## src/rtl/riscv_pkg.sv

```systemverilog
// Shared RISC-V constants used by the fetch unit and control_unit.
package riscv_pkg;

  localparam logic [31:0] NOP_INSTR = 32'h0000_0013;

  localparam logic [6:0] OPC_LOAD   = 7'b0000011;
  localparam logic [6:0] OPC_STORE  = 7'b0100011;
  localparam logic [6:0] OPC_OP_IMM = 7'b0010011;
  localparam logic [6:0] OPC_BRANCH = 7'b1100011;
  localparam logic [6:0] OPC_JAL    = 7'b1101111;
  localparam logic [6:0] OPC_JALR   = 7'b1100111;

endpackage

```

## src/rtl/fetch_fifo.sv

```systemverilog
// Synchronous prefetch FIFO holding {instruction, pc} entries; flush has priority over push/pop.
module fetch_fifo #(
  parameter int unsigned WIDTH = 96,
  parameter int unsigned DEPTH = 2
) (
  input  logic                   clk,
  input  logic                   rst_n,
  input  logic                   push,
  input  logic [WIDTH-1:0]       wdata,
  input  logic                   pop,
  input  logic                   flush,
  output logic [WIDTH-1:0]       rdata,
  output logic [$clog2(DEPTH):0] count,
  output logic                   empty
);

  localparam int unsigned AW = $clog2(DEPTH);
  localparam int unsigned CW = AW + 1;

  logic [WIDTH-1:0] mem [DEPTH];
  logic [AW-1:0]    wr_ptr;
  logic [AW-1:0]    rd_ptr;
  logic             do_push;
  logic             do_pop;
  logic             full;

  assign full    = (count == CW'(DEPTH));
  assign empty   = (count == '0);
  assign do_push = push & ~flush;
  assign do_pop  = pop & ~empty & ~flush;
  assign rdata   = mem[rd_ptr];

  always_ff @(posedge clk) begin
    if (do_push) mem[wr_ptr] <= wdata;
  end

  always_ff @(posedge clk or negedge rst_n) begin
    if (!rst_n) begin
      wr_ptr <= '0;
      rd_ptr <= '0;
      count  <= '0;
    end else if (flush) begin
      wr_ptr <= '0;
      rd_ptr <= '0;
      count  <= '0;
    end else begin
      if (do_push) wr_ptr <= wr_ptr + AW'(1);
      if (do_pop)  rd_ptr <= rd_ptr + AW'(1);
      count <= count + CW'(do_push) - CW'(do_pop);
    end
  end

  // The issue rule upstream keeps occupancy below DEPTH whenever data lands.
  assert property (@(posedge clk) disable iff (!rst_n) !(push && !flush && full))
    else $error("fetch_fifo: write into full FIFO");

endmodule

```

## src/rtl/instruction_fetch_unit.sv

```systemverilog
// Fetch stage: PC, 1-cycle-latency imem issue, prefetch FIFO and valid/ready output to decode.
module instruction_fetch_unit
  import riscv_pkg::*;
#(
  parameter int unsigned         WORDSIZE         = 64,
  parameter int unsigned         INSTRUCTION_SIZE = 32,
  parameter logic [WORDSIZE-1:0] RESET_PC         = '0,
  parameter int unsigned         FIFO_DEPTH       = 2
) (
  input  logic                        clk,
  input  logic                        rst_n,
  output logic                        imem_req,
  output logic [WORDSIZE-1:0]         imem_addr,
  input  logic [INSTRUCTION_SIZE-1:0] imem_rdata,
  output logic                        if_valid,
  input  logic                        if_ready,
  output logic [INSTRUCTION_SIZE-1:0] instruction,
  output logic [WORDSIZE-1:0]         if_pc,
  input  logic                        redirect_en,
  input  logic [WORDSIZE-1:0]         redirect_pc
);

  localparam int unsigned EW = INSTRUCTION_SIZE + WORDSIZE;
  localparam int unsigned CW = $clog2(FIFO_DEPTH) + 2;

  logic [WORDSIZE-1:0]         pc;
  logic [WORDSIZE-1:0]         infl_tag;
  logic [WORDSIZE-1:0]         last_pc;
  logic                        infl;
  logic [EW-1:0]               head;
  logic [$clog2(FIFO_DEPTH):0] occ;
  logic                        empty;
  logic                        pop;
  logic [CW-1:0]               demand;
  logic                        unused_rpc_lsb;

  assign unused_rpc_lsb = ^redirect_pc[1:0];

  assign pop       = if_valid & if_ready;
  // Entries buffered plus the word arriving now, minus what decode takes this cycle.
  assign demand    = CW'(occ) + CW'(infl) - CW'(pop);
  assign imem_req  = rst_n & ~redirect_en & (demand < CW'(FIFO_DEPTH));
  assign imem_addr = pc;

  assign if_valid    = ~empty;
  assign instruction = empty ? INSTRUCTION_SIZE'(NOP_INSTR) : head[EW-1 -: INSTRUCTION_SIZE];
  assign if_pc       = empty ? last_pc : head[WORDSIZE-1:0];

  always_ff @(posedge clk or negedge rst_n) begin
    if (!rst_n) begin
      pc       <= RESET_PC;
      infl     <= 1'b0;
      infl_tag <= RESET_PC;
      last_pc  <= RESET_PC;
    end else begin
      if (pop) last_pc <= head[WORDSIZE-1:0];
      if (redirect_en) begin
        pc   <= {redirect_pc[WORDSIZE-1:2], 2'b00};
        infl <= 1'b0;
      end else begin
        infl <= imem_req;
        if (imem_req) begin
          infl_tag <= pc;
          pc       <= pc + WORDSIZE'(4);
        end
      end
    end
  end

  // A redirect flushes the FIFO, which also drops the word landing in that cycle.
  fetch_fifo #(
    .WIDTH(EW),
    .DEPTH(FIFO_DEPTH)
  ) u_fifo (
    .clk   (clk),
    .rst_n (rst_n),
    .push  (infl),
    .wdata ({imem_rdata, infl_tag}),
    .pop   (pop),
    .flush (redirect_en),
    .rdata (head),
    .count (occ),
    .empty (empty)
  );

endmodule

```

## config.mk

```make
export PLATFORM = sky130hd
export DESIGN_NAME = instruction_fetch_unit
export DESIGN_NICKNAME = d
export VERILOG_FILES = /design/src/rtl/riscv_pkg.sv /design/src/rtl/fetch_fifo.sv /design/src/rtl/instruction_fetch_unit.sv
export SDC_FILE = /design/constraint.sdc
export NUM_CORES = 1
export LEC_CHECK = 0
export ABC_AREA = 1
export ABC_CLOCK_PERIOD_IN_PS = 10050
export CAP_MARGIN = 20
export CORE_ASPECT_RATIO = 1.2
export CORE_MARGIN = 3
export CORE_UTILIZATION = 59
export DETAILED_ROUTE_END_ITERATION = 6
export GPL_ROUTABILITY_DRIVEN = 1
export PLACE_DENSITY = 0.86
export SLEW_MARGIN = 30
export SYNTH_ARGS = -nofsm -noshare
export SYNTH_HDL_FRONTEND = slang
export SYNTH_SLANG_ARGS = --single-unit
```

## constraint.sdc

```tcl
create_clock -name clk -period 10.05 [get_ports clk]
set_clock_uncertainty 0.05 [all_clocks]
set_input_delay 1.005 -clock clk [delete_from_list [all_inputs] [get_ports clk]]
set_output_delay 1.005 -clock clk [all_outputs]
set_load 0.005 [all_outputs]
```

; Word level (Yosys, flattened, before mapping)
; Memory sizes are Yosys's and may differ from the RTL's.
; Cells that the tools add are included.
[totals]
register_bits = 197
ramBits = 192
inputBits = 100
out_inout_bits = 162
elab_cells = 41
mem_count = 1
[classes]
add_sub_neg = 7
magnitude_cmp = 1
muxes = 12
bitwise_logic = 8
n_reduce_logical = 5
[memory_table]
columns = memory, words, width, read_ports, rd_clocked_by_memory_dff, write_ports, line_no
row1 = u_fifo.mem, 2, 96, 1, 0, 1, fetch_fifo.sv:20  ; logic [WIDTH-1:0] mem [DEPTH];
[ops]
columns = op, count
row1 = $mux W64, 3
row2 = $add A64 B3 Y64 const B, 1
row3 = $mux W32, 1
row4 = $mux W1, 7
row5 = $and A1 B1 Y1, 6
row6 = $reduce_bool A2 Y1, 3
row7 = $add A2 B1 Y3, 1
row8 = $lt A3 B2 Y1 const B, 1
row9 = $sub A3 B1 Y3, 1
row10 = $add A1 B1 Y1 const B, 2
row11 = $add A2 B1 Y2, 1
row12 = $logic_not A2 Y1, 1
row13 = $mux W2, 1
row14 = $not A1 Y1, 2
row15 = $reduce_and A2 Y1, 1
row16 = $sub A2 B1 Y2, 1

; Longest topological paths before layout
; Gate-level depths: netlist of the first run.
[depth]
word_depth = 8
ltp_mapped = 19
mapped_depth_nobuf = 17

; By module
; Synthesis of the first run repeated with hierarchy kept, for this count alone.
[hier_totals]
hier_cells = 2061
hier_area_um2 = 17742.0
[modules_own_cells]
columns = mod, instances, cells_each, area_each_um2, seq_area_each_um2
row1 = instruction_fetch_unit, 1, 1527, 10513.8, 4729.5
row2 = fetch_fifo, 1, 534, 7228.2, 5865.6

; Worst setup path before layout of the first run
; OpenSTA, ideal clock, no wires.
[synth_path]
kind = in2reg
startpoint = in redirect_en
endpoint = mem u_fifo.mem[0][10], enable pin
setup_ps = 548
t_arrival_ps = 5430
t_required_ps = 9452
path_slack_ps = 4022
stages = 5
n_path_buf = 2
path_cell_list = clkbuf_1 -> buf_2 -> nor2_1 -> inv_1 -> nor2_1
[synth_between]
elab_chain_len = 4
[synth_lines]
columns = item, line_no
row1 = start: declaration, instruction_fetch_unit.sv:19  ; input logic redirect_en,
row2 = $not A1 Y1 (no source line), n/a
row3 = $and A1 B1 Y1, fetch_fifo.sv:29  ; assign do_push = push & ~flush;
row4 = $mux W1, fetch_fifo.sv:34  ; if (do_push) mem[wr_ptr] <= wdata;
row5 = $mux W1 (not written as such), fetch_fifo.sv:34
row6 = end: declaration, fetch_fifo.sv:20
; No other way between the ends.

; Worst setup path in the final report of the first run
[layout_path]
startpoint = reg u_fifo.count[1]
endpoint = out imem_req
[layout_between]
elab_chain_len = 6
word_cells_on_any_way = 7
classes_between = 2 x add/sub / 1 x order compare / 3 x bitwise / 1 x reduce/logical
[layout_lines]
columns = item, line_no
row1 = start: declaration, fetch_fifo.sv:13  ; output logic [$clog2(DEPTH):0] count,
row2 = start signal: assignment, fetch_fifo.sv:49  ; count <= count + CW'(do_push) - CW'(do_pop);
row3 = "parallel branches: the longest is 3 deep, another holds $add A2 B1 Y3", n/a
row4 = $sub A3 B1 Y3 (*), instruction_fetch_unit.sv:41  ; assign demand = CW'(occ) + CW'(infl) - CW'(pop);
row5 = $lt A3 B2 Y1 (*), instruction_fetch_unit.sv:42  ; assign imem_req = rst_n & ~redirect_en & (demand < CW'(FIFO_DEPTH));
row6 = $and A1 B1 Y1 (*), instruction_fetch_unit.sv:42
row7 = end: declaration, instruction_fetch_unit.sv:12  ; output logic imem_req,
; Every way passes the cells marked *.

==> impl_metrics.env, run 1 <==
export IMPL_wire_per_inst_um=19.0
export IMPL_drtAntennaViolNets=0
export IMPL_num_rows=68
export IMPL_die_w_um=163
export IMPL_period_needed_ns=6.21
export IMPL_yosysTopAreaCellShare_pct=32.6
export IMPL_cts_inserted_buffers=36
export IMPL_critPathMaxStageDelay_ns=0.72
export IMPL_area_delta_synth_final_pct=23.7
export IMPL_synth_main_ff_cell="dfrtp_1"
export IMPL_fin_crit_sh_pct=61.8
export IMPL_setup_violations=0
export IMPL_clock_path_buffers=3
export IMPL_p_per_area_mw_per_mm2=256
export IMPL_max_freq_mhz=161
export IMPL_worstSetupEndpointType="output pin"
export IMPL_setup_tns_ns=0
export IMPL_die_area_mm2=0.0315
export IMPL_synth_area_leaders="edfxtp_1 (33%), dfrtp_1 (28%), nand2_1 (14%)"
export IMPL_grt_pass1_wl_mm=78.1
export IMPL_netlist_area_mm2=0.0173
export IMPL_final_cell_mix="nand2_1 (664), nor2_1 (264), clkdlybuf4s50_1 (253)"
export IMPL_met2_usage_pct=51.6
export IMPL_met1_usage_pct=42.1
export IMPL_cap_viol_max_count=0
export IMPL_synthAdderAreaFrac_pct=0.404
export IMPL_maxSlewViolCount=0
export IMPL_drive_above_1_share_pct=5.20
export IMPL_die_h_um=194
export IMPL_synth_edf_count=188
export IMPL_grt_busiest_layer="met2"
export IMPL_synth_xor_area_share_pct=0.657
export IMPL_initial_core_util_pct=60.1
export IMPL_status="complete, no violations"
export IMPL_synthMuxAreaShare_pct=0
export IMPL_cts_tree="done"
export IMPL_grtUsageMet3_pct=4.85
export IMPL_synthSimpleGateAreaFrac_pct=24.8
export IMPL_required_ns=9.00
export IMPL_grt_antenna_before_repair=0
export IMPL_drt_wl_total_mm=49.8
export IMPL_crit_path_frequent_cell="inv_2"
export IMPL_place_hpwl_mm=33.5
export IMPL_p_leak_nw=8.96
export IMPL_worst_pin_slew_ns=0.867
export IMPL_vdd_drop_max_mv=0.142
export IMPL_n_fill_cell=1922
export IMPL_path_cells="nor2_2 -> buf_4 -> clkinv_2 -> nand2_2 -> inv_2 -> buf_6 -> ha_1 -> or2_2 -> fa_1 -> nand2_1 -> nor2_1 -> nand2_4 -> inv_2 -> clkdlybuf4s50_1"
export IMPL_htreeDepth=2
export IMPL_io_pins=262
export IMPL_synth_seq_cells=379
export IMPL_rsz0062_at_grt="false"
export IMPL_synthDistinctLibCells=35
export IMPL_drtIter0Drc=1569
export IMPL_diodes=0
export IMPL_core_area_mm2=0.0288
export IMPL_synth_top_family_by_area="simple AND/OR/NAND/NOR gates"
export IMPL_final_common_cell="nand2_1"
export IMPL_slowest_stage="clkinv_2"
export IMPL_via_count=14700
export IMPL_p_total_mw=5.49
export IMPL_post_cts_setup_buffers=0
export IMPL_syn_inst=1981
export IMPL_grt_max_degree=126
export IMPL_ctsResizeCount=0
export IMPL_place_congestion=0.970
export IMPL_clkTransAtPathRegs_ns=0.07
export IMPL_seqPwrFrac_pct=42.9
export IMPL_root_buffer="clkbuf_16"
export IMPL_grt_pass1_vias=14400
export IMPL_synth_compound_area_share_pct=7.71
export IMPL_critPathLaunchType="flop"
export IMPL_hold_buffers=0
export IMPL_p_int_mw=3.70
export IMPL_pwr_share_clk_pct=26.9
export IMPL_final_nets=2308
export IMPL_cp_arrival_ns=5.16
export IMPL_routed_via_density=5.61
export IMPL_switching_share_pct=32.6
export IMPL_synth_top_cell_by_area="edfxtp_1"
export IMPL_seq_area_frac_synth_pct=60.1
export IMPL_grt_usage_pct=31.4
export IMPL_hp_class="flop to flop"
export IMPL_drcViolationCount=0
export IMPL_final_hold_viol_count=0
export IMPL_dr_pass1_iters=7
export IMPL_yosys_warnings=0
export IMPL_path_class="flop to output pin"
export IMPL_max_slew_margin_rel_pct=42.2
export IMPL_combPwrFrac_pct=30.2
export IMPL_clk_latency_ns=0.53
export IMPL_io_buffers=255
export IMPL_overflow=0
export IMPL_clock_sinks=379
export IMPL_synth_async_reset_ratio_pct=50.4
export IMPL_switchingPower_mw=1.79
export IMPL_avgSynthCellArea_um2=8.75
export IMPL_critPathMaxFanout=125
## power by group through the flow
stage / registers, mW / clock network [mW] / logic [mW]
finish: 2.35 / 1.48 / 1.66
global placement: 2.34 / 0 / 1.56
global route: 2.39 / 1.54 / 1.83
detailed placement: 2.37 / 0 / 1.62
CTS: 2.35 / 1.48 / 1.66
floorplan: 2.28 / 0 / 0.814
## worst max-delay path, delay by kind of cell (launching register included)
kind,cells,cell delay (ns)
flops,1,0.48
simple gates,6,1.25
fa+ha+maj,2,0.90
buf+inv,6,1.98
## path summary, 6_finish.rpt
path,startpoint,endpoint,slack [ns],depth (start not counted)
max,u_fifo.count[1],imem_req,3.84,14
min in group asynchronous,rst_n,last_pc[48],0.43,1
min reg2reg,infl_tag[37],u_fifo.mem[1][37],0.42,0
max in group asynchronous,rst_n,imem_addr[13],8.15,2
min,infl_tag[37],u_fifo.mem[1][37],0.42,0
max reg2reg,u_fifo.count[1],imem_addr[20],4.66,18
## registers in the layout, indices dropped and copies added (netlist names)
| signal | cells |
|---|---|
| u_fifo.mem | 188 |
| imem_addr | 62 |
| infl_tag | 62 |
| last_pc | 62 |
| u_fifo.count | 2 |
| infl | 1 |
| u_fifo.rd_ptr | 1 |
| u_fifo.wr_ptr | 1 |
## metrics by stage
stage	util, %	hold slack (ns)	worst slack (ns)	cells	cell area [µm²]
after floorplan	-	0.392	4.02	1984	17400
after global placement	69.6	0.399	4.32	2548	20100
after detailed placement	69.8	0.407	4.12	2550	20100
after CTS	74.3	0.422	3.63	2616	21400
after global routing	74.4	0.431	3.51	2616	21400
final	74.4	0.419	3.84	2616	21400
## per-layer routing
| layer | routed length [µm] | share of wire [%] |
|---|---|---|
| met1 | 19700 | 40 |
| met2 | 23800 | 48 |
| met3 | 4010 | 8.1 |
| met4 | 2280 | 4.6 |
| met5 | 0 | 0 |
## synthesized netlist by cell type, types with 3 or more instances
library cell and number:
nand2_1 664, nor2_1 267, dfrtp_1 191, edfxtp_1 188, o21ai_0 184, inv_1 167
nand3_1 61, buf_2 37, clkbuf_1 36, a21oi_1 33, nand3b_1 24, o21ai_1 24
nand4_1 13, nand2_2 12, xor2_1 11, nor2_2 10, inv_2 8, o21bai_1 8
buf_4 7, o211ai_1 7, buf_1 4, ha_1 4, buf_6 3, clkinv_1 3
## logic make-up (layout without fill, tap and decap cells)
kind of cell             Yosys count  after routing
AND/OR/NAND/NOR                 1059           1059
flip-flops                       379            379
buffers and inverters            266            513
AO/OA/AOI/OAI                    258            258
XOR/XNOR                          13             13
adder cells (fa/ha/maj)            5              5
other                              1              4
## cell type report
cell class / instances / area (µm²) / area share (%)
clock buffer: 50 / 1080 / 5.02
tap: 385 / 482 / 2.25
multi-input combinational: 1339 / 5860 / 27.3
inverter: 178 / 669 / 3.12
clock inverter: 16 / 225 / 1.05
timing repair buffer: 269 / 2710 / 12.6
sequential: 379 / 10400 / 48.6
Power figures use the tool's default switching activity.
==> inputs of run 2 (changes only) <==
--- a/config.mk
+++ b/config.mk
@@ -6,14 +6,14 @@
 export NUM_CORES = 1
 export LEC_CHECK = 0
 export ABC_AREA = 1
-export ABC_CLOCK_PERIOD_IN_PS = 10050
+export ABC_CLOCK_PERIOD_IN_PS = 6400
 export CAP_MARGIN = 20
 export CORE_ASPECT_RATIO = 1.2
 export CORE_MARGIN = 3
-export CORE_UTILIZATION = 59
+export CORE_UTILIZATION = 55
 export DETAILED_ROUTE_END_ITERATION = 6
 export GPL_ROUTABILITY_DRIVEN = 1
-export PLACE_DENSITY = 0.86
+export PLACE_DENSITY = 0.81
 export SLEW_MARGIN = 30
 export SYNTH_ARGS = -nofsm -noshare
 export SYNTH_HDL_FRONTEND = slang
==> constraint.sdc (replaced) <==
create_clock -name clk -period 6.4 [get_ports clk]
set_clock_uncertainty 0.05 [all_clocks]
set_input_delay 0.64 -clock clk [delete_from_list [all_inputs] [get_ports clk]]
set_output_delay 0.64 -clock clk [all_outputs]
set_load 0.005 [all_outputs]
==> impl_metrics.env, run 2 (synthesis results as in run 1) <==
export IMPL_status="complete, no violations"
export IMPL_period_needed_ns=5.37
export IMPL_largest_register="u_fifo.mem"
export IMPL_vdd_drop_max_mv=0.224
export IMPL_path_class="flop to output pin"
export IMPL_combPwrFrac_pct=30.2
export IMPL_met2_usage_pct=46.0
export IMPL_max_slew_margin_rel_pct=36.1
export IMPL_setup_violations=0
export IMPL_die_h_um=201
export IMPL_core_area_mm2=0.0307
export IMPL_p_leak_nw=8.94
export IMPL_via_count=14300
export IMPL_cts_tree="done"
export IMPL_final_nets=2309
export IMPL_setup_ws_ns=1.03
export IMPL_grt_antenna_before_repair=1
export IMPL_rsz0062_at_grt="false"
export IMPL_clk_latency_ns=0.52
export IMPL_num_rows=70
export IMPL_switching_share_pct=32.4
export IMPL_root_buffer="clkbuf_16"
export IMPL_grt_pass1_vias=14200
export IMPL_hold_buffers=0
export IMPL_p_per_area_mw_per_mm2=397
export IMPL_routed_via_density=5.45
export IMPL_final_cell_mix="nand2_1 (664), nor2_1 (264), clkdlybuf4s50_1 (253)"
export IMPL_htreeDepth=2
export IMPL_setup_tns_ns=0
export IMPL_die_w_um=168
export IMPL_hp_class="primary input to asynchronous set/reset pin"
export IMPL_grtUsageMet3_pct=4.02
export IMPL_critPathLaunchType="flop"
export IMPL_met1_usage_pct=39.5
export IMPL_cts_inserted_buffers=37
export IMPL_max_freq_mhz=186
export IMPL_drcViolationCount=0
export IMPL_worstSetupEndpointType="output pin"
export IMPL_grt_busiest_layer="met2"
export IMPL_critPathMaxStageDelay_ns=0.59
export IMPL_crit_path_frequent_cell="inv_2"
export IMPL_largest_reg_flops=188
export IMPL_cpLargestDelayFamily="buffers and inverters"
export IMPL_grt_usage_pct=28.5
export IMPL_seqPwrFrac_pct=43.5
export IMPL_wire_per_inst_um=18.5
export IMPL_design_area_mm2=0.0214
export IMPL_slowest_stage="clkinv_2"
export IMPL_io_pins=262
export IMPL_diodes=0
export IMPL_critPathMaxFanout=49
export IMPL_dr_pass1_iters=6
export IMPL_drtIter0Drc=1475
export IMPL_postPlaceCellArea_mm2=0.0201
export IMPL_io_buffers=255
export IMPL_drtAntennaViolNets=0
export IMPL_maxSlewViolCount=0
export IMPL_grt_max_degree=125
export IMPL_pwr_share_clk_pct=26.3
export IMPL_final_hold_viol_count=0
export IMPL_path_cells="nor2_2 -> buf_4 -> clkinv_2 -> nand2_2 -> inv_2 -> ha_1 -> or2_2 -> fa_1 -> nand2_1 -> nor2_1 -> nand2_4 -> inv_2 -> clkdlybuf4s50_1"
export IMPL_place_congestion=0.990
export IMPL_cap_viol_max_count=0
export IMPL_worst_pin_slew_ns=0.955
export IMPL_grt_pass1_wl_mm=76.7
export IMPL_drive_above_1_share_pct=5.02
export IMPL_switchingPower_mw=2.75
export IMPL_area_delta_synth_final_pct=23.5
export IMPL_cp_arrival_ns=4.68
export IMPL_clkTransAtPathRegs_ns=0.06
export IMPL_drt_wl_total_mm=48.6
export IMPL_fin_util_pct=69.7
export IMPL_cp_buffers_inverters=5
export IMPL_clock_sinks=379
export IMPL_final_common_cell="nand2_1"
export IMPL_overflow=0
export IMPL_place_hpwl_mm=33.1
export IMPL_required_ns=5.71
export IMPL_p_int_mw=5.75
export IMPL_place_ws_ns=1.18
export IMPL_fin_crit_sh_pct=83.9
export IMPL_initial_core_util_pct=56.4
export IMPL_die_area_mm2=0.0337
export IMPL_post_cts_setup_buffers=0
export IMPL_clock_path_buffers=3
export IMPL_ctsResizeCount=0
run 2: cell types whose count changed in the layout (fill, tap and decap cells not counted):
| cell | change |
|---|---|
| buf_4 | -2 |
| clkinv_4 | -1 |
| clkinv_2 | +1 |
| clkbuf_8 | -4 |
| inv_6 | +1 |
| clkbuf_1 | +7 |
| inv_2 | -1 |
| buf_12 | +2 |
| clkbuf_16 | -1 |
| nand2_4 | -1 |
| clkinv_1 | -2 |
| nand2_2 | +1 |
| inv_4 | +1 |
run 2: cell type report:
type                            count  area [µm²]
Timing Repair Buffer              269        2730
Multi-Input combinational cell   1339        5860
Sequential cell                   379       10400
Tap cell                          396         495
Fill cell                        2322        9320
Inverter                          178         672
Clock buffer                       52        1020
Clock inverter                     15         223
run 2: final timing paths:
check	slack, ns	depth (start not counted)	start	end
max in group asynchronous	4.40	3	rst_n	infl_tag[15]
hold / removal	0.03	1	rst_n	last_pc[48]
setup / recovery	1.03	13	u_fifo.count[1]	imem_req
min in group clk	0.41	0	infl_tag[62]	u_fifo.mem[0][62]
hold reg to reg	0.41	0	infl_tag[62]	u_fifo.mem[0][62]
setup reg to reg	1.15	16	u_fifo.count[1]	imem_addr[33]
run 2: per-stage QoR:
step           hold WS, ns  instances  total power, mW
2_1_floorplan        0.294       1984             4.86
3_3_place_gp         0.399       2559             6.16
3_5_place_dp         0.404       2559             6.26
4_1_cts             0.0470       2626             8.53
5_1_grt             0.0650       2628             8.98
6_report            0.0258       2628             8.51
run 2: layer usage:
layer  vias to the layer above  wire length (µm)  part of all wire, %
met5                         -                 0                    0
li1                       6784                 -                    -
met2                       649             23100                   48
met4                         0              2080                  4.3
met1                      6793             19900                   41
met3                       106              3460                  7.1
run 2: worst reg2reg max path: cells and delay by family, from the launching register on:
kind          cells  cell delay [ns]
simple gates     10             2.48
fa+ha+maj         2             0.76
flops             1             0.45
buf+inv           4             1.40
run 2: power by group through the flow:
stage / Combinational, mW / Clock (mW) / Sequential, mW
after detailed placement: 2.54 / 0 / 3.73
after floorplan: 1.28 / 0 / 3.58
after global routing: 2.85 / 2.37 / 3.76
after CTS: 2.58 / 2.27 / 3.69
after global placement: 2.46 / 0 / 3.69
final: 2.57 / 2.24 / 3.70
==> inputs of run 3 (changes only) <==
--- a/config.mk
+++ b/config.mk
@@ -6,14 +6,14 @@
 export NUM_CORES = 1
 export LEC_CHECK = 0
 export ABC_AREA = 1
-export ABC_CLOCK_PERIOD_IN_PS = 6400
+export ABC_CLOCK_PERIOD_IN_PS = 4500
 export CAP_MARGIN = 20
 export CORE_ASPECT_RATIO = 1.2
 export CORE_MARGIN = 3
-export CORE_UTILIZATION = 55
+export CORE_UTILIZATION = 49
 export DETAILED_ROUTE_END_ITERATION = 6
 export GPL_ROUTABILITY_DRIVEN = 1
-export PLACE_DENSITY = 0.81
+export PLACE_DENSITY = 0.76
 export SLEW_MARGIN = 30
 export SYNTH_ARGS = -nofsm -noshare
 export SYNTH_HDL_FRONTEND = slang
==> constraint.sdc (replaced) <==
create_clock -name clk -period 4.5 [get_ports clk]
set_clock_uncertainty 0.05 [all_clocks]
set_input_delay 0.45 -clock clk [delete_from_list [all_inputs] [get_ports clk]]
set_output_delay 0.45 -clock clk [all_outputs]
set_load 0.005 [all_outputs]
==> impl_metrics.env, run 3 (synthesis results as in run 1) <==
export IMPL_cts_inserted_buffers=37
export IMPL_path_class="flop to output pin"
export IMPL_cap_viol_max_count=0
export IMPL_grt_pass1_wl_mm=75.5
export IMPL_cp_arrival_ns=3.44
export IMPL_final_common_cell="nand2_1"
export IMPL_die_h_um=212
export IMPL_drt_wl_total_mm=48.5
export IMPL_max_slew_margin_rel_pct=38.2
export IMPL_grt_usage_pct=25.7
export IMPL_die_area_mm2=0.0377
export IMPL_crit_path_frequent_cell="inv_2"
export IMPL_path_cells="nor2_2 -> clkinv_2 -> nand2_2 -> inv_2 -> ha_1 -> or2_2 -> fa_1 -> nand2_1 -> nor2_1 -> nand2_4 -> inv_2 -> clkdlybuf4s50_1"
export IMPL_setup_violations=0
export IMPL_place_congestion=0.956
export IMPL_largest_register="u_fifo.mem"
export IMPL_switchingPower_mw=3.91
export IMPL_place_hpwl_mm=34.0
export IMPL_status="complete, no violations"
export IMPL_worstSetupEndpointType="output pin"
export IMPL_combPwrFrac_pct=30.1
export IMPL_clk_latency_ns=0.54
export IMPL_fin_crit_sh_pct=87.5
export IMPL_required_ns=4.00
export IMPL_largest_reg_flops=188
export IMPL_p_int_mw=8.24
export IMPL_final_hold_viol_count=0
export IMPL_hp_class="primary input to asynchronous set/reset pin"
export IMPL_grt_antenna_before_repair=0
export IMPL_root_buffer="clkbuf_16"
export IMPL_n_fill_cell=2883
export IMPL_drive_above_1_share_pct=5.49
export IMPL_initial_core_util_pct=50.4
export IMPL_drtIter0Drc=1283
export IMPL_maxSlewViolCount=0
export IMPL_final_nets=2315
export IMPL_setup_tns_ns=0
export IMPL_drcViolationCount=0
export IMPL_critPathMaxStageDelay_ns=0.50
export IMPL_overflow=0
export IMPL_postPlaceCellArea_mm2=0.0203
export IMPL_grt_pass1_vias=13700
export IMPL_diodes=0
export IMPL_seqPwrFrac_pct=43.1
export IMPL_die_w_um=178
export IMPL_slowest_stage="fa_1"
export IMPL_critPathLaunchType="flop"
export IMPL_rsz0062_at_grt="false"
export IMPL_via_count=14000
export IMPL_wire_per_inst_um=18.0
export IMPL_pwr_share_clk_pct=26.8
export IMPL_routed_via_density=5.20
export IMPL_drtAntennaViolNets=0
export IMPL_dr_pass1_iters=5
export IMPL_design_area_mm2=0.0216
export IMPL_clock_sinks=379
export IMPL_io_buffers=255
export IMPL_critPathMaxFanout=8
export IMPL_core_area_mm2=0.0344
export IMPL_htreeDepth=2
export IMPL_r2r_cells=14
export IMPL_cts_tree="done"
export IMPL_period_needed_ns=3.94
export IMPL_post_cts_setup_buffers=0
export IMPL_grt_max_degree=125
export IMPL_max_freq_mhz=254
export IMPL_clkTransAtPathRegs_ns=0.06
export IMPL_area_delta_synth_final_pct=24.6
export IMPL_whs_ns=0.309
export IMPL_final_cell_mix="nand2_1 (664), nor2_1 (264), clkdlybuf4s50_1 (253)"
export IMPL_clock_path_buffers=3
export IMPL_worst_pin_slew_ns=0.926
export IMPL_fin_util_pct=62.8
export IMPL_p_per_area_mw_per_mm2=562
export IMPL_vdd_drop_max_mv=0.370
export IMPL_num_rows=74
export IMPL_io_pins=262
export IMPL_p_leak_nw=8.99
export IMPL_switching_share_pct=32.2
[run 3: per-layer routing]
layer,share of wire [%],track usage [%]
met1,42,34.0
met4,3.7,9.27
met5,0,0
met2,48,43.0
met3,6.4,4.47
[run 3: worst paths after layout]
kind | startpoint | endpoint | slack (ns)
min in group clk | redirect_en | u_fifo.wr_ptr | 0.38
max in group asynchronous | rst_n | last_pc[56] | 3.04
worst min register to register | infl_tag[25] | u_fifo.mem[0][25] | 0.42
worst min-delay path | rst_n | imem_addr[9] | 0.31
worst max-delay path | u_fifo.count[1] | imem_req | 0.56
worst max register to register | u_fifo.count[1] | imem_addr[15] | 0.93
[run 3: worst max-delay path, delay by kind of cell (launching register included)]
family                   cells  cell delay (ns)
adder cells (fa/ha/maj)      2             0.76
buffers and inverters        4             0.73
flip-flops                   1             0.46
AND/OR/NAND/NOR              6             0.95
[run 3: power by group through the flow]
stage / registers, mW / clock network [mW] / logic, mW
floorplan: 5.09 / 0 / 1.82
global placement: 5.24 / 0 / 3.55
detailed placement: 5.29 / 0 / 3.64
CTS: 5.23 / 3.31 / 3.68
global route: 5.34 / 3.46 / 4.07
finish: 5.24 / 3.25 / 3.66
[run 3: layout make-up]
cell class                      instances  area, µm²  share of cell area, %
Inverter                              178        669                   3.10
Clock inverter                         22        299                   1.38
Clock buffer                           46        990                   4.58
Tap cell                              456        571                   2.64
Timing Repair Buffer                  275       2800                   13.0
Sequential cell                       379      10400                   48.2
Multi-Input combinational cell       1339       5860                   27.1
[run 3: metrics by stage]
step           power (mW)  setup WS, ns  std cells
2_1_floorplan        6.91        -0.973       1984
3_3_place_gp         8.79         0.848       2624
3_5_place_dp         8.93         0.802       2624
4_1_cts              12.2         0.533       2693
5_1_grt              12.9         0.394       2695
6_report             12.1         0.564       2695
[run 3: repair_timing]
| action | CTS | global route |
|---|---|---|
| hold buffers | 1 | 0 |
| hold endpoints to repair | 30 | 0 |
| resized for setup | 0 | 0 |
